`src/rtl/uart_cmd_pkg.sv`:
```
// Shared types and constants for the UART register-access responder.
package uart_cmd_pkg;

    typedef enum logic [3:0] {
        S_HUNT     = 4'd0,
        S_GET_CMD  = 4'd1,
        S_GET_ADDR = 4'd2,
        S_GET_DATA = 4'd3,
        S_GET_CHK  = 4'd4,
        S_EXEC     = 4'd5,
        S_RD_WAIT  = 4'd6,
        S_TX_LOAD  = 4'd7,
        S_TX_WAIT  = 4'd8
    } state_e;

    localparam logic [7:0] CMD_WR = 8'h01;
    localparam logic [7:0] CMD_RD = 8'h02;

    localparam logic [7:0] ST_OK  = 8'h00;
    localparam logic [7:0] ST_CHK = 8'h01;
    localparam logic [7:0] ST_CMD = 8'h02;

    // Response frame byte selected by index: header, status, addr, data, checksum.
    function automatic logic [7:0] rsp_byte(input logic [2:0] idx,
                                            input logic [7:0] hdr,
                                            input logic [7:0] status,
                                            input logic [7:0] addr,
                                            input logic [7:0] data);
        logic [7:0] b;
        case (idx)
            3'd0:    b = hdr;
            3'd1:    b = status;
            3'd2:    b = addr;
            3'd3:    b = data;
            3'd4:    b = status ^ addr ^ data;
            default: b = 8'h00;
        endcase
        return b;
    endfunction

endpackage

```
`src/rtl/uart_cmd_responder_if.sv`:
```
// Byte-stream, transmit handshake and local register bus of the command responder.
interface uart_cmd_responder_if;
   logic [7:0] rx_data;
   logic       rx_valid;
   logic [7:0] tx_data;
   logic       tx_start;
   logic       tx_busy;
   logic [7:0] reg_addr;
   logic [7:0] reg_wdata;
   logic       reg_we;
   logic       reg_re;
   logic [7:0] reg_rdata;
   logic       frame_err;

   modport slave (
      input  rx_data, rx_valid, tx_busy, reg_rdata,
      output tx_data, tx_start, reg_addr, reg_wdata, reg_we, reg_re, frame_err
   );

   modport master (
      output rx_data, rx_valid, tx_busy, reg_rdata,
      input  tx_data, tx_start, reg_addr, reg_wdata, reg_we, reg_re, frame_err
   );
endinterface

```
`src/rtl/uart_cmd_responder.sv`:
```
// Device-side command responder: parses 5-byte requests, accesses the register
// bus and returns a 5-byte response through the UART transmit handshake.
module uart_cmd_responder
   import uart_cmd_pkg::*;
#(
   parameter logic [7:0] HDR_REQ        = 8'hA5,
   parameter logic [7:0] HDR_RSP        = 8'h5A,
   parameter int         TIMEOUT_CYCLES = 20000
) (
   input  logic                 clk,
   input  logic                 rst,
   uart_cmd_responder_if.slave  bus
);

   localparam int TW = $clog2(TIMEOUT_CYCLES + 1);
   localparam logic [TW-1:0] TMAX = TW'(TIMEOUT_CYCLES);

   state_e        state_q, state_d;
   logic [7:0]    cmd_q, cmd_d;
   logic [7:0]    addr_q, addr_d;
   logic [7:0]    data_q, data_d;
   logic [7:0]    status_q, status_d;
   logic [7:0]    rsp_data_q, rsp_data_d;
   logic [2:0]    idx_q, idx_d;
   logic          first_q, first_d;
   logic [TW-1:0] timer_q, timer_d;
   logic [7:0]    tx_data_q, tx_data_d;
   logic          tx_start_q, tx_start_d;
   logic [7:0]    reg_addr_q, reg_addr_d;
   logic [7:0]    reg_wdata_q, reg_wdata_d;
   logic          reg_we_q, reg_we_d;
   logic          reg_re_q, reg_re_d;
   logic          frame_err_q, frame_err_d;
   logic [7:0]    chk_calc_s;
   logic          busy_state_s;

   assign chk_calc_s = cmd_q ^ addr_q ^ data_q;
   assign busy_state_s = (state_q == S_EXEC) || (state_q == S_RD_WAIT) ||
                         (state_q == S_TX_LOAD) || (state_q == S_TX_WAIT);

   // Next-state and output decode for the request/response sequencer.
   always_comb begin
      state_d     = state_q;
      cmd_d       = cmd_q;
      addr_d      = addr_q;
      data_d      = data_q;
      status_d    = status_q;
      rsp_data_d  = rsp_data_q;
      idx_d       = idx_q;
      first_d     = first_q;
      timer_d     = timer_q;
      tx_data_d   = tx_data_q;
      tx_start_d  = 1'b0;
      reg_addr_d  = reg_addr_q;
      reg_wdata_d = reg_wdata_q;
      reg_we_d    = 1'b0;
      reg_re_d    = 1'b0;
      frame_err_d = 1'b0;

      case (state_q)
         S_HUNT: begin
            timer_d = {TW{1'b0}};
            if (bus.rx_valid && (bus.rx_data == HDR_REQ)) begin
               state_d = S_GET_CMD;
            end else begin
               state_d = S_HUNT;
            end
         end
         S_GET_CMD, S_GET_ADDR, S_GET_DATA, S_GET_CHK: begin
            if (bus.rx_valid) begin
               timer_d = {TW{1'b0}};
               case (state_q)
                  S_GET_CMD:  begin cmd_d  = bus.rx_data; state_d = S_GET_ADDR; end
                  S_GET_ADDR: begin addr_d = bus.rx_data; state_d = S_GET_DATA; end
                  S_GET_DATA: begin data_d = bus.rx_data; state_d = S_GET_CHK;  end
                  default: begin
                     // Strobes are decided as CHK arrives so they land in EXEC.
                     state_d    = S_EXEC;
                     rsp_data_d = data_q;
                     reg_addr_d = addr_q;
                     if (bus.rx_data != chk_calc_s) begin
                        status_d = ST_CHK;
                     end else if (cmd_q == CMD_WR) begin
                        status_d    = ST_OK;
                        reg_wdata_d = data_q;
                        reg_we_d    = 1'b1;
                     end else if (cmd_q == CMD_RD) begin
                        status_d = ST_OK;
                        reg_re_d = 1'b1;
                     end else begin
                        status_d = ST_CMD;
                     end
                  end
               endcase
            end else if (timer_q == TMAX) begin
               timer_d     = {TW{1'b0}};
               frame_err_d = 1'b1;
               state_d     = S_HUNT;
            end else begin
               timer_d = timer_q + {{(TW-1){1'b0}}, 1'b1};
            end
         end
         S_EXEC: begin
            if ((status_q == ST_OK) && (cmd_q == CMD_RD)) begin
               state_d = S_RD_WAIT;
            end else begin
               idx_d      = 3'd0;
               tx_data_d  = rsp_byte(3'd0, HDR_RSP, status_q, addr_q, rsp_data_q);
               tx_start_d = 1'b1;
               state_d    = S_TX_LOAD;
            end
         end
         S_RD_WAIT: begin
            rsp_data_d = bus.reg_rdata;
            idx_d      = 3'd0;
            tx_data_d  = rsp_byte(3'd0, HDR_RSP, status_q, addr_q, bus.reg_rdata);
            tx_start_d = 1'b1;
            state_d    = S_TX_LOAD;
         end
         S_TX_LOAD: begin
            first_d = 1'b1;
            state_d = S_TX_WAIT;
         end
         S_TX_WAIT: begin
            if (first_q) begin
               first_d = 1'b0;
            end else if (!bus.tx_busy) begin
               if (idx_q == 3'd4) begin
                  state_d = S_HUNT;
               end else begin
                  idx_d      = idx_q + 3'd1;
                  tx_data_d  = rsp_byte(idx_q + 3'd1, HDR_RSP, status_q, addr_q, rsp_data_q);
                  tx_start_d = 1'b1;
                  state_d    = S_TX_LOAD;
               end
            end else begin
               state_d = S_TX_WAIT;
            end
         end
         default: begin
            state_d = S_HUNT;
         end
      endcase

      if (bus.rx_valid && busy_state_s) begin
         frame_err_d = 1'b1;
      end else begin
         frame_err_d = frame_err_d;
      end
   end

   // State and output registers.
   always_ff @(posedge clk or posedge rst) begin
      if (rst) begin
         state_q     <= S_HUNT;
         cmd_q       <= 8'h00;
         addr_q      <= 8'h00;
         data_q      <= 8'h00;
         status_q    <= 8'h00;
         rsp_data_q  <= 8'h00;
         idx_q       <= 3'd0;
         first_q     <= 1'b0;
         timer_q     <= {TW{1'b0}};
         tx_data_q   <= 8'h00;
         tx_start_q  <= 1'b0;
         reg_addr_q  <= 8'h00;
         reg_wdata_q <= 8'h00;
         reg_we_q    <= 1'b0;
         reg_re_q    <= 1'b0;
         frame_err_q <= 1'b0;
      end else begin
         state_q     <= state_d;
         cmd_q       <= cmd_d;
         addr_q      <= addr_d;
         data_q      <= data_d;
         status_q    <= status_d;
         rsp_data_q  <= rsp_data_d;
         idx_q       <= idx_d;
         first_q     <= first_d;
         timer_q     <= timer_d;
         tx_data_q   <= tx_data_d;
         tx_start_q  <= tx_start_d;
         reg_addr_q  <= reg_addr_d;
         reg_wdata_q <= reg_wdata_d;
         reg_we_q    <= reg_we_d;
         reg_re_q    <= reg_re_d;
         frame_err_q <= frame_err_d;
      end
   end

   assign bus.tx_data   = tx_data_q;
   assign bus.tx_start  = tx_start_q;
   assign bus.reg_addr  = reg_addr_q;
   assign bus.reg_wdata = reg_wdata_q;
   assign bus.reg_we    = reg_we_q;
   assign bus.reg_re    = reg_re_q;
   assign bus.frame_err = frame_err_q;

endmodule

```
`src/flat_wrapper.sv`:
```
// flat-port wrapper written by rule: the top's interface ports become plain ports
module uart_cmd_responder_flat import uart_cmd_pkg::*;
#(
   parameter logic [7:0] HDR_REQ        = 8'hA5,
   parameter logic [7:0] HDR_RSP        = 8'h5A,
   parameter int         TIMEOUT_CYCLES = 20000
)
  (clk, rst, bus_rx_data, bus_rx_valid, bus_tx_busy, bus_reg_rdata, bus_tx_data, bus_tx_start, bus_reg_addr, bus_reg_wdata, bus_reg_we, bus_reg_re, bus_frame_err);
  uart_cmd_responder_if bus_i ();
  input  logic clk;
  input  logic rst;
  input wire logic [$bits(bus_i.rx_data)-1:0] bus_rx_data;
  input wire logic [$bits(bus_i.rx_valid)-1:0] bus_rx_valid;
  input wire logic [$bits(bus_i.tx_busy)-1:0] bus_tx_busy;
  input wire logic [$bits(bus_i.reg_rdata)-1:0] bus_reg_rdata;
  output wire logic [$bits(bus_i.tx_data)-1:0] bus_tx_data;
  output wire logic [$bits(bus_i.tx_start)-1:0] bus_tx_start;
  output wire logic [$bits(bus_i.reg_addr)-1:0] bus_reg_addr;
  output wire logic [$bits(bus_i.reg_wdata)-1:0] bus_reg_wdata;
  output wire logic [$bits(bus_i.reg_we)-1:0] bus_reg_we;
  output wire logic [$bits(bus_i.reg_re)-1:0] bus_reg_re;
  output wire logic [$bits(bus_i.frame_err)-1:0] bus_frame_err;
  assign bus_i.rx_data = bus_rx_data;
  assign bus_i.rx_valid = bus_rx_valid;
  assign bus_i.tx_busy = bus_tx_busy;
  assign bus_i.reg_rdata = bus_reg_rdata;
  assign bus_tx_data = bus_i.tx_data;
  assign bus_tx_start = bus_i.tx_start;
  assign bus_reg_addr = bus_i.reg_addr;
  assign bus_reg_wdata = bus_i.reg_wdata;
  assign bus_reg_we = bus_i.reg_we;
  assign bus_reg_re = bus_i.reg_re;
  assign bus_frame_err = bus_i.frame_err;
  uart_cmd_responder #(.HDR_REQ(HDR_REQ), .HDR_RSP(HDR_RSP), .TIMEOUT_CYCLES(TIMEOUT_CYCLES)) u_core (.clk(clk), .rst(rst), .bus(bus_i));
endmodule
```
`config.mk`:
```
export PLATFORM = sky130hd
export DESIGN_NAME = uart_cmd_responder_flat
export DESIGN_NICKNAME = d
export VERILOG_FILES = /design/src/rtl/uart_cmd_pkg.sv /design/src/rtl/uart_cmd_responder_if.sv /design/src/rtl/uart_cmd_responder.sv /design/src/flat_wrapper.sv
export SDC_FILE = /design/constraint.sdc
export NUM_CORES = 1
export LEC_CHECK = 0
export CAP_MARGIN = 15
export CORE_MARGIN = 1.5
export CORE_UTILIZATION = 45
export CTS_CLUSTER_DIAMETER = 80
export DETAILED_ROUTE_END_ITERATION = 16
export GPL_TIMING_DRIVEN = 1
export PLACE_DENSITY = 0.65
export SYNTH_ARGS = -nofsm -noshare
export SYNTH_HDL_FRONTEND = slang
export SYNTH_SLANG_ARGS = --single-unit
```
`constraint.sdc`:
```
create_clock -name clk -period 4.9 [get_ports clk]
set_input_delay 0.735 -clock clk [delete_from_list [all_inputs] [get_ports clk]]
set_output_delay 0.735 -clock clk [all_outputs]
set_load 0.005 [all_outputs]
```
==> flow_summary.toml, run 1 <==
[clock_tree]
root_buffer = "clkbuf_8"
cts_resized = 0
cts_num_sinks = 85
cts_hold_buf = 0
cts_setup_buffers = 0
htreeDepth = 3
cts_tree = "built"
path_clk_slew_ns = 0.09
clk_latency_ns = 0.36
cts_buffers = 9
cts_buffer_depth = 2

[global_routing]
grtUsageTotal = 0.208
grt_pass1_wl_um = 16500
grt_overflow = 0
antenna_found_initial = 0
grt_pass1_vias = 3113
met3_usage = 0.0373
top_usage_layer = "met1"
use_met2 = 0.301
use_met1 = 0.315
grt_max_degree = 50

[drt]
via_per_inst = 5.49
dr_total_vias = 3172
drt-pass1-iter-count = 4
post_drt_wl_per_cell_um = 16.8
drt_iter0_drc = 187
ant_nets = 0
wirelength_um = 9680
remaining_drc_errors = 0

[finish]
nets = 474
final_common_cell = "dfrtp_1"
fillCellCount = 821
final_core_utilization = 0.553
drive_gt1_frac = 0.160
area_growth_syn_to_layout_pct = 18.3
most-common-layout-cells = "dfrtp_1 (85), clkdlybuf4s50_1 (47), mux2_2 (41)"
regArea_mm2 = 0.00213
diodes = 0
multiInputGateArea_mm2 = 0.00211

[sta]
period_share = 0.507
fin_crit_ns = 2.49
slew_violations = 0
slew_headroom = 0.405
tns_ns = 0
final.setup_skew_ns = 0.0179
worst_pin_slew_ns = 0.890
max_freq_ghz = 0.402
finalSetupViolations = 0
hold_viol = 0
rsz0062_at_grt = "false"

[die]
rows = 35
initial_core_util = 0.468
core_mm2 = 0.00928
io_pins = 48
die-area_mm2 = 0.0102
die_h_um = 101
die_w_um = 101

[critical_path]
crit_path_end_kind = "register"
startpoint_type = "register"
arrival_ns = 2.71
path_class = "register to register"
crit_fanout = 11
crit_required_ns = 5.13

[synthesis]
ys_seq_area_frac = 0.490
syn-instance-count = 394
synth_edf_count = 0
synth_nets = 424
ys_seq_elements = 85
async_flop_share = 1.00
synth_area_mm2 = 0.00434
yosys.cell_types.count = 57
yosysWarningCount = 0
syn_area_per_cell_um2 = 11.0
synth_ff_type = "dfrtp_1"

[power]
leakage_nw = 2.25
power.internal_mw = 1.48
switchingPower_uw = 774
ir_drop_uv = 198
p_per_area_mw_per_mm2 = 439
pwr-share-comb = 0.307
seqPwrFrac = 0.468
power.clock.fraction = 0.225
sw_frac_of_total = 0.343

[outcome]
status = "completed"

[place]
gp_congestion = 0.856
portBuffers = 47
dp.final_hpwl_um = 6920

[job]
max_cap_violations = 0

[min_path]
hold_path.class = "register to register"
-- state kept, by name, indices dropped and copies added (netlist names) --
name,flops
u_core.bus.reg_we,1
u_core.idx_q,3
u_core.bus.frame_err,1
u_core.bus.reg_addr,8
u_core.bus.tx_data,8
u_core.status_q,2
u_core.rsp_data_q,8
u_core.state_q,4
u_core.bus.tx_start,1
u_core.cmd_q,8
u_core.data_q,8
u_core.first_q,1
u_core.bus.reg_re,1
u_core.bus.reg_wdata,8
u_core.addr_q,8
u_core.timer_q,15
-- per-layer routing --
| metal | vias to the layer above | part of all wire |
|---|---|---|
| met5 | - | 0 |
| met4 | 0 | 0.012 |
| li1 | 1519 | - |
| met1 | 1568 | 0.50 |
| met2 | 73 | 0.44 |
| met3 | 12 | 0.052 |
-- path summary, 6_finish.rpt --
path	start	cells after the start	slack (ns)	endpoint
hold / removal	u_core.bus.tx_data[7]	1	0.50	u_core.bus.tx_data[7]
max in group asynchronous	rst	3	3.06	u_core.bus.tx_data[1]
min in group asynchronous	rst	2	0.83	u_core.cmd_q[5]
setup / recovery	u_core.timer_q[0]	7	2.41	u_core.timer_q[14]
setup reg to reg	u_core.timer_q[0]	7	2.41	u_core.timer_q[14]
hold reg to reg	u_core.bus.tx_data[7]	1	0.50	u_core.bus.tx_data[7]
-- area by class of cell --
class / count / share of cell area
Timing Repair Buffer: 49 / 0.0945
Clock buffer: 10 / 0.0248
Clock inverter: 6 / 0.0136
Tap cell: 129 / 0.0314
Multi-Input combinational cell: 286 / 0.412
Inverter: 13 / 0.00974
Sequential cell: 85 / 0.414
-- Yosys cell counts (3+ instances only) --
cell type | instances | share of area
mux2i_1 | 9 | 0.021
nor2_1 | 33 | 0.029
o21ai_0 | 35 | 0.040
nor2_2 | 3 | 0.0043
xnor2_1 | 23 | 0.046
a22o_2 | 3 | 0.0069
clkbuf_1 | 3 | 0.0026
nand2_1 | 27 | 0.023
inv_1 | 12 | 0.010
and2_1 | 3 | 0.0043
ha_1 | 10 | 0.029
nand4_1 | 6 | 0.0086
nand3_1 | 7 | 0.0081
buf_2 | 5 | 0.0058
nor4_1 | 4 | 0.0058
o31ai_1 | 3 | 0.0052
o2bb2ai_1 | 5 | 0.010
a221oi_1 | 5 | 0.010
a22oi_1 | 3 | 0.0052
a21oi_1 | 7 | 0.0081
o21ai_1 | 3 | 0.0035
nand4b_1 | 3 | 0.0061
dfrtp_1 | 85 | 0.49
xor2_1 | 15 | 0.030
nor3_1 | 5 | 0.0058
mux2_2 | 41 | 0.11
-- critical path: stages (launching register included) --
cell	delay, ns
dfrtp_1	0.41
inv_1	0.11
ha_1	0.20
or4bb_1	0.54
nor4_4	0.42
nor2_2	0.19
nor2_2	0.38
nor2_1	0.10
-- power by group through the flow --
stage	combinational (mW)	clock (mW)	sequential, mW
2_1_floorplan	0.508	0	0.997
4_1_cts	0.694	0.518	1.05
3_3_place_gp	0.667	0	1.06
3_5_place_dp	0.687	0	1.07
5_1_grt	0.777	0.550	1.08
6_report	0.691	0.507	1.06
-- cells by family (layout without fill, tap and decap cells) --
logic type / after synthesis / in the layout / share of synthesized area
simple gates: 111 / 111 / 0.139
flops: 85 / 85 / 0.490
compound gates: 75 / 75 / 0.110
mux: 51 / 51 / 0.131
xor+xnor: 38 / 38 / 0.0767
buf+inv: 23 / 78 / 0.0231
fa+ha+maj: 11 / 11 / 0.0311
-- per-stage QoR --
| step | cells | power [mW] | setup slack (ns) | hold slack (ns) | area [um^2] |
|---|---|---|---|---|---|
| 4_1_cts | 578 | 2.27 | 2.43 | 0.501 | 5140 |
| 2_1_floorplan | 394 | 1.50 | 1.97 | 0.479 | 4340 |
| 3_5_place_dp | 562 | 1.76 | 2.08 | 0.476 | 4940 |
| 5_1_grt | 578 | 2.41 | 2.24 | 0.513 | 5140 |
| 3_3_place_gp | 562 | 1.73 | 2.13 | 0.479 | 4940 |
| 6_report | 578 | 2.25 | 2.41 | 0.495 | 5140 |
No activity file was read; power rests on OpenSTA's default activity.
==> inputs of run 2 (changes only) <==
--- a/config.mk
+++ b/config.mk
@@ -11,7 +11,7 @@
 export CTS_CLUSTER_DIAMETER = 80
 export DETAILED_ROUTE_END_ITERATION = 16
 export GPL_TIMING_DRIVEN = 1
-export PLACE_DENSITY = 0.65
+export PLACE_DENSITY = 0.68
 export SYNTH_ARGS = -nofsm -noshare
 export SYNTH_HDL_FRONTEND = slang
 export SYNTH_SLANG_ARGS = --single-unit
==> constraint.sdc (replaced) <==
create_clock -name clk -period 2.07 [get_ports clk]
set_input_delay 0.3105 -clock clk [delete_from_list [all_inputs] [get_ports clk]]
set_output_delay 0.3105 -clock clk [all_outputs]
set_load 0.005 [all_outputs]
==> flow_summary.toml, run 2 (synthesized netlist as in run 1, its figures left out) <==
[outcome]
status = "completed"

[finish]
regMostFlops = "u_core.timer_q"
final_core_utilization = 0.596
multiInputGateArea_mm2 = 0.00215
most-common-layout-cells = "dfrtp_1 (85), buf_4 (49), clkdlybuf4s50_1 (47)"
drive_gt1_frac = 0.260
final_common_cell = "dfrtp_1"
nets = 522
final_cells = 626
area_growth_syn_to_layout_pct = 27.5
diodes = 0
regArea_mm2 = 0.00213
finish.instance_area_mm2 = 0.00554
fillCellCount = 796
largest_reg_flops = 15

[power]
p_per_area_mw_per_mm2 = 1000
power.total_mw = 5.55
leakage_nw = 2.49
ir_drop_uv = 430

[critical_path]
crit_path_end = "u_core.bus.frame_err"
cp_num_cells = 8
crit_fanout = 3
slowest_delay_ns = 0.46
r2r_slack_ns = 0.09
arrival_ns = 2.23
worstPathCellList = "inv_2 -> ha_1 -> or4bb_4 -> nor4_4 -> buf_4 -> a32o_1 -> nand2_1 -> o31ai_2"
crit_required_ns = 2.33
crit_family = "simple AND/OR/NAND/NOR gates"
crit_path_start = "u_core.timer_q[0]"
crit_path_end_kind = "register"
reg2regPathDepth = 8
startpoint_type = "register"
reg2reg_from = "u_core.timer_q[0]"
path_class = "register to register"
cp_num_buf_inv = 2
cpMaxStageDelayCell = "or4bb_4"
r2r_end = "u_core.bus.frame_err"

[drt]
via_per_inst = 5.39
route.met3.wl_um = 372
post_drt_wl_per_cell_um = 16.2
wl_met2_um = 4630
ant_nets = 0
wl_met1_um = 5060
route.top_layer_used = "met4"
remaining_drc_errors = 0
dr_total_vias = 3376
drt-pass1-iter-count = 5
wirelength_um = 10200
drt_iter0_drc = 144

[clock_tree]
root_buffer = "clkbuf_8"
clk_latency_ns = 0.36
cts_tree = "built"
cts_buffer_depth = 2
path_clk_slew_ns = 0.09
cts_buffers = 9
htreeDepth = 3
cts_num_sinks = 85

[sta]
hold_viol = 0
final.setup_skew_ns = 0.00845
rsz0062_at_grt = "false"
slew_violations = 0
period_share = 0.954
tns_ns = 0
fin_crit_ns = 1.98
max_freq_ghz = 0.506
worst_pin_slew_ns = 0.558
finalSetupViolations = 0
slew_headroom = 0.628

[global_routing]
grt_max_degree = 86
grt_pass1_wl_um = 16800
antenna_found_initial = 0
grt_pass1_vias = 3312
grt_overflow = 0
grtUsageTotal = 0.215

[die]
initial_core_util = 0.468
io_pins = 48
die_w_um = 101
core_mm2 = 0.00928
die_h_um = 101
die-area_mm2 = 0.0102
rows = 35

[place]
gp_congestion = 0.875
portBuffers = 47
dpl_cell_area_mm2 = 0.00531
dp.final_hpwl_um = 7510
dp.cells = 610

[min_path]
hold_path.class = "input pin to asynchronous set/reset pin"

[job]
max_cap_violations = 0
==> run 2: how the worst min path moves through the flow <==
stage,from,endpoint,cells past startpoint
after floorplan,bus_reg_rdata[0],u_core.rsp_data_q[0],2
after CTS,rst,u_core.bus.reg_wdata[3],3
after detailed placement,u_core.bus.tx_data[0],u_core.bus.tx_data[0],1
final,rst,u_core.cmd_q[1],3
after global placement,u_core.bus.tx_data[2],u_core.bus.tx_data[2],1
after global routing,rst,u_core.cmd_q[1],3
==> run 2: worst min-delay path: cells and delay by family <==
| family | cells | cell delay (ns) |
|---|---|---|
| buf+inv | 3 | 0.90 |
==> run 2: cell type report <==
| class | count | share of cell area |
|---|---|---|
| flip-flops and latches | 85 | 0.384 |
| inverters | 13 | 0.00949 |
| clock buffers | 9 | 0.0224 |
| well taps | 129 | 0.0292 |
| clock inverters | 7 | 0.0118 |
| multi-input cells | 286 | 0.388 |
| repair buffers | 97 | 0.155 |
==> run 2: per-stage QoR <==
step                      hold WS [ns]  worst slack (ns)
after CTS                        0.433            0.0114
after floorplan                  0.427            0.0161
final                            0.418            0.0945
after global routing             0.467            0.0132
after global placement           0.479           -0.0634
after detailed placement         0.476            -0.156
==> run 2: repair_timing <==
item,4_1_cts,5_1_grt
setup endpoints to repair,0,37
hold buffers,0,0
resized for setup,0,10
setup buffers,0,0
endpoints found under the hold margin,0,0
==> run 2: routing by layer <==
layer,GRT usage,vias up
met5,0,-
met4,0.0524,0
met3,0.0400,6
met2,0.328,64
met1,0.320,1680
li1,-,1626
==> run 2: power breakdown <==
part	internal, mW	total (mW)	switching, mW	leakage, nW
Combinational	1.11	1.97	0.865	1.26
Sequential	2.03	2.42	0.390	1.13
Clock	0.470	1.15	0.680	0.0999
==> inputs of run 3 (changes only) <==
--- a/config.mk
+++ b/config.mk
@@ -12,6 +12,7 @@
 export DETAILED_ROUTE_END_ITERATION = 16
 export GPL_TIMING_DRIVEN = 1
 export PLACE_DENSITY = 0.68
+export REMOVE_ABC_BUFFERS = 1
 export SYNTH_ARGS = -nofsm -noshare
 export SYNTH_HDL_FRONTEND = slang
 export SYNTH_SLANG_ARGS = --single-unit
==> flow_summary.toml, run 3 (synthesized netlist as in run 1, its figures left out) <==
[outcome]
status = "completed"

[finish]
regMostFlops = "u_core.timer_q"
regArea_mm2 = 0.00213
diodes = 0
most-common-layout-cells = "dfrtp_1 (85), buf_4 (50), clkdlybuf4s50_1 (47)"
final_common_cell = "dfrtp_1"
final_core_utilization = 0.601
nets = 523
area_growth_syn_to_layout_pct = 28.5
multiInputGateArea_mm2 = 0.00216
fillCellCount = 802
drive_gt1_frac = 0.261
largest_reg_flops = 15

[critical_path]
reg2reg_from = "u_core.timer_q[1]"
arrival_ns = 2.22
crit_required_ns = 2.32
crit_fanout = 9
r2r_slack_ns = 0.1
startpoint_type = "register"
path_class = "register to register"
crit_path_end_kind = "register"
reg2regPathDepth = 7
r2r_end = "u_core.timer_q[1]"

[clock_tree]
cts_buffers = 9
cts_num_sinks = 85
htreeDepth = 3
path_clk_slew_ns = 0.09
cts_hold_buf = 0
root_buffer = "clkbuf_8"
cts_buffer_depth = 2
clk_latency_ns = 0.36
cts_tree = "built"

[die]
rows = 35
die_w_um = 101
io_pins = 48
core_mm2 = 0.00928
initial_core_util = 0.468
die_h_um = 101
die-area_mm2 = 0.0102

[drt]
drt-pass1-iter-count = 6
post_drt_wl_per_cell_um = 16.1
dr_total_vias = 3344
via_per_inst = 5.33
remaining_drc_errors = 0
wl_met1_um = 5030
wirelength_um = 10100
route.top_layer_used = "met4"
drt_iter0_drc = 215
wl_met2_um = 4630
ant_nets = 0
route.met3.wl_um = 353

[power]
power.total_mw = 5.68
leakage_nw = 2.51
ir_drop_uv = 530
p_per_area_mw_per_mm2 = 1020

[global_routing]
grt_pass1_vias = 3373
grt_pass1_wl_um = 16900
grtUsageTotal = 0.213
grt_overflow = 0
antenna_found_initial = 0
grt_max_degree = 86

[min_path]
hold_path.class = "input pin to asynchronous set/reset pin"

[sta]
max_freq_ghz = 0.507
period_share = 0.953
final.setup_skew_ns = 0.00498
hold_viol = 0
slew_headroom = 0.415
worst_pin_slew_ns = 0.874
fin_crit_ns = 1.97
slew_violations = 0
finalSetupViolations = 0

[place]
dp.final_hpwl_um = 7370
portBuffers = 47
gp_congestion = 0.889

[job]
max_cap_violations = 0
==> run 3: worst max-delay path by stage <==
stage,start,end,slack (ns),cells past startpoint
6_report,u_core.timer_q[1],u_core.timer_q[1],0.1,7
2_1_floorplan,rst,u_core.addr_q[0],-0.43,1
5_1_grt,u_core.state_q[1],u_core.rsp_data_q[0],-0.003,3
4_1_cts,u_core.cmd_q[7],u_core.idx_q[0],0.004,6
3_3_place_gp,bus_rx_data[7],u_core.bus.reg_wdata[1],-0.09,7
3_5_place_dp,bus_rx_data[7],u_core.bus.reg_wdata[7],-0.11,7
==> run 3: timing repair <==
item	in CTS	in global routing
endpoints found under the setup margin	1	19
resized for setup	4	8
buffers inserted	0	1
pin swaps	3	3
==> run 3: report_power, final <==
| group | total (mW) | leakage (nW) | internal [mW] | switching, mW |
|---|---|---|---|---|
| combinational | 1.98 | 1.27 | 1.11 | 0.867 |
| sequential | 2.44 | 1.13 | 2.03 | 0.405 |
| clock | 1.27 | 0.109 | 0.661 | 0.608 |
| total | 5.68 | 2.51 | 3.80 | 1.88 |
==> run 3: final cells by class <==
class / instances / share of cell area
timing repair buffer: 98 / 0.155
clock buffer: 12 / 0.0296
inverter: 13 / 0.00897
multi-input combinational: 286 / 0.386
sequential: 85 / 0.381
clock inverter: 4 / 0.00987
tap: 129 / 0.0289
==> run 3: stage by stage <==
stage               cells  cell area [um^2]  setup TNS (ns)  hold WS (ns)  setup slack, ns
detailed placement    610              5310          -0.831         0.476           -0.105
finish                627              5580               0         0.353           0.0965
global placement      610              5310          -0.825         0.475          -0.0947
floorplan             384              4290          -38.60         0.427           -0.434
global route          627              5580        -0.00309         0.416         -0.00309
CTS                   626              5540               0         0.395          0.00408
==> run 3: per-layer routing <==
layer	global-route usage	vias up
met2	0.333	71
met5	0	-
met3	0.0359	9
met1	0.307	1650
li1	-	1614
met4	0.0609	0
==> run 3: worst max-delay path: stages, from the launching register on <==
cell and delay (ns):
dfrtp_1 0.40, inv_2 0.07, ha_4 0.11, or4bb_4 0.46
nor4_4 0.35, nor2_4 0.12, buf_4 0.15, a22o_2 0.21
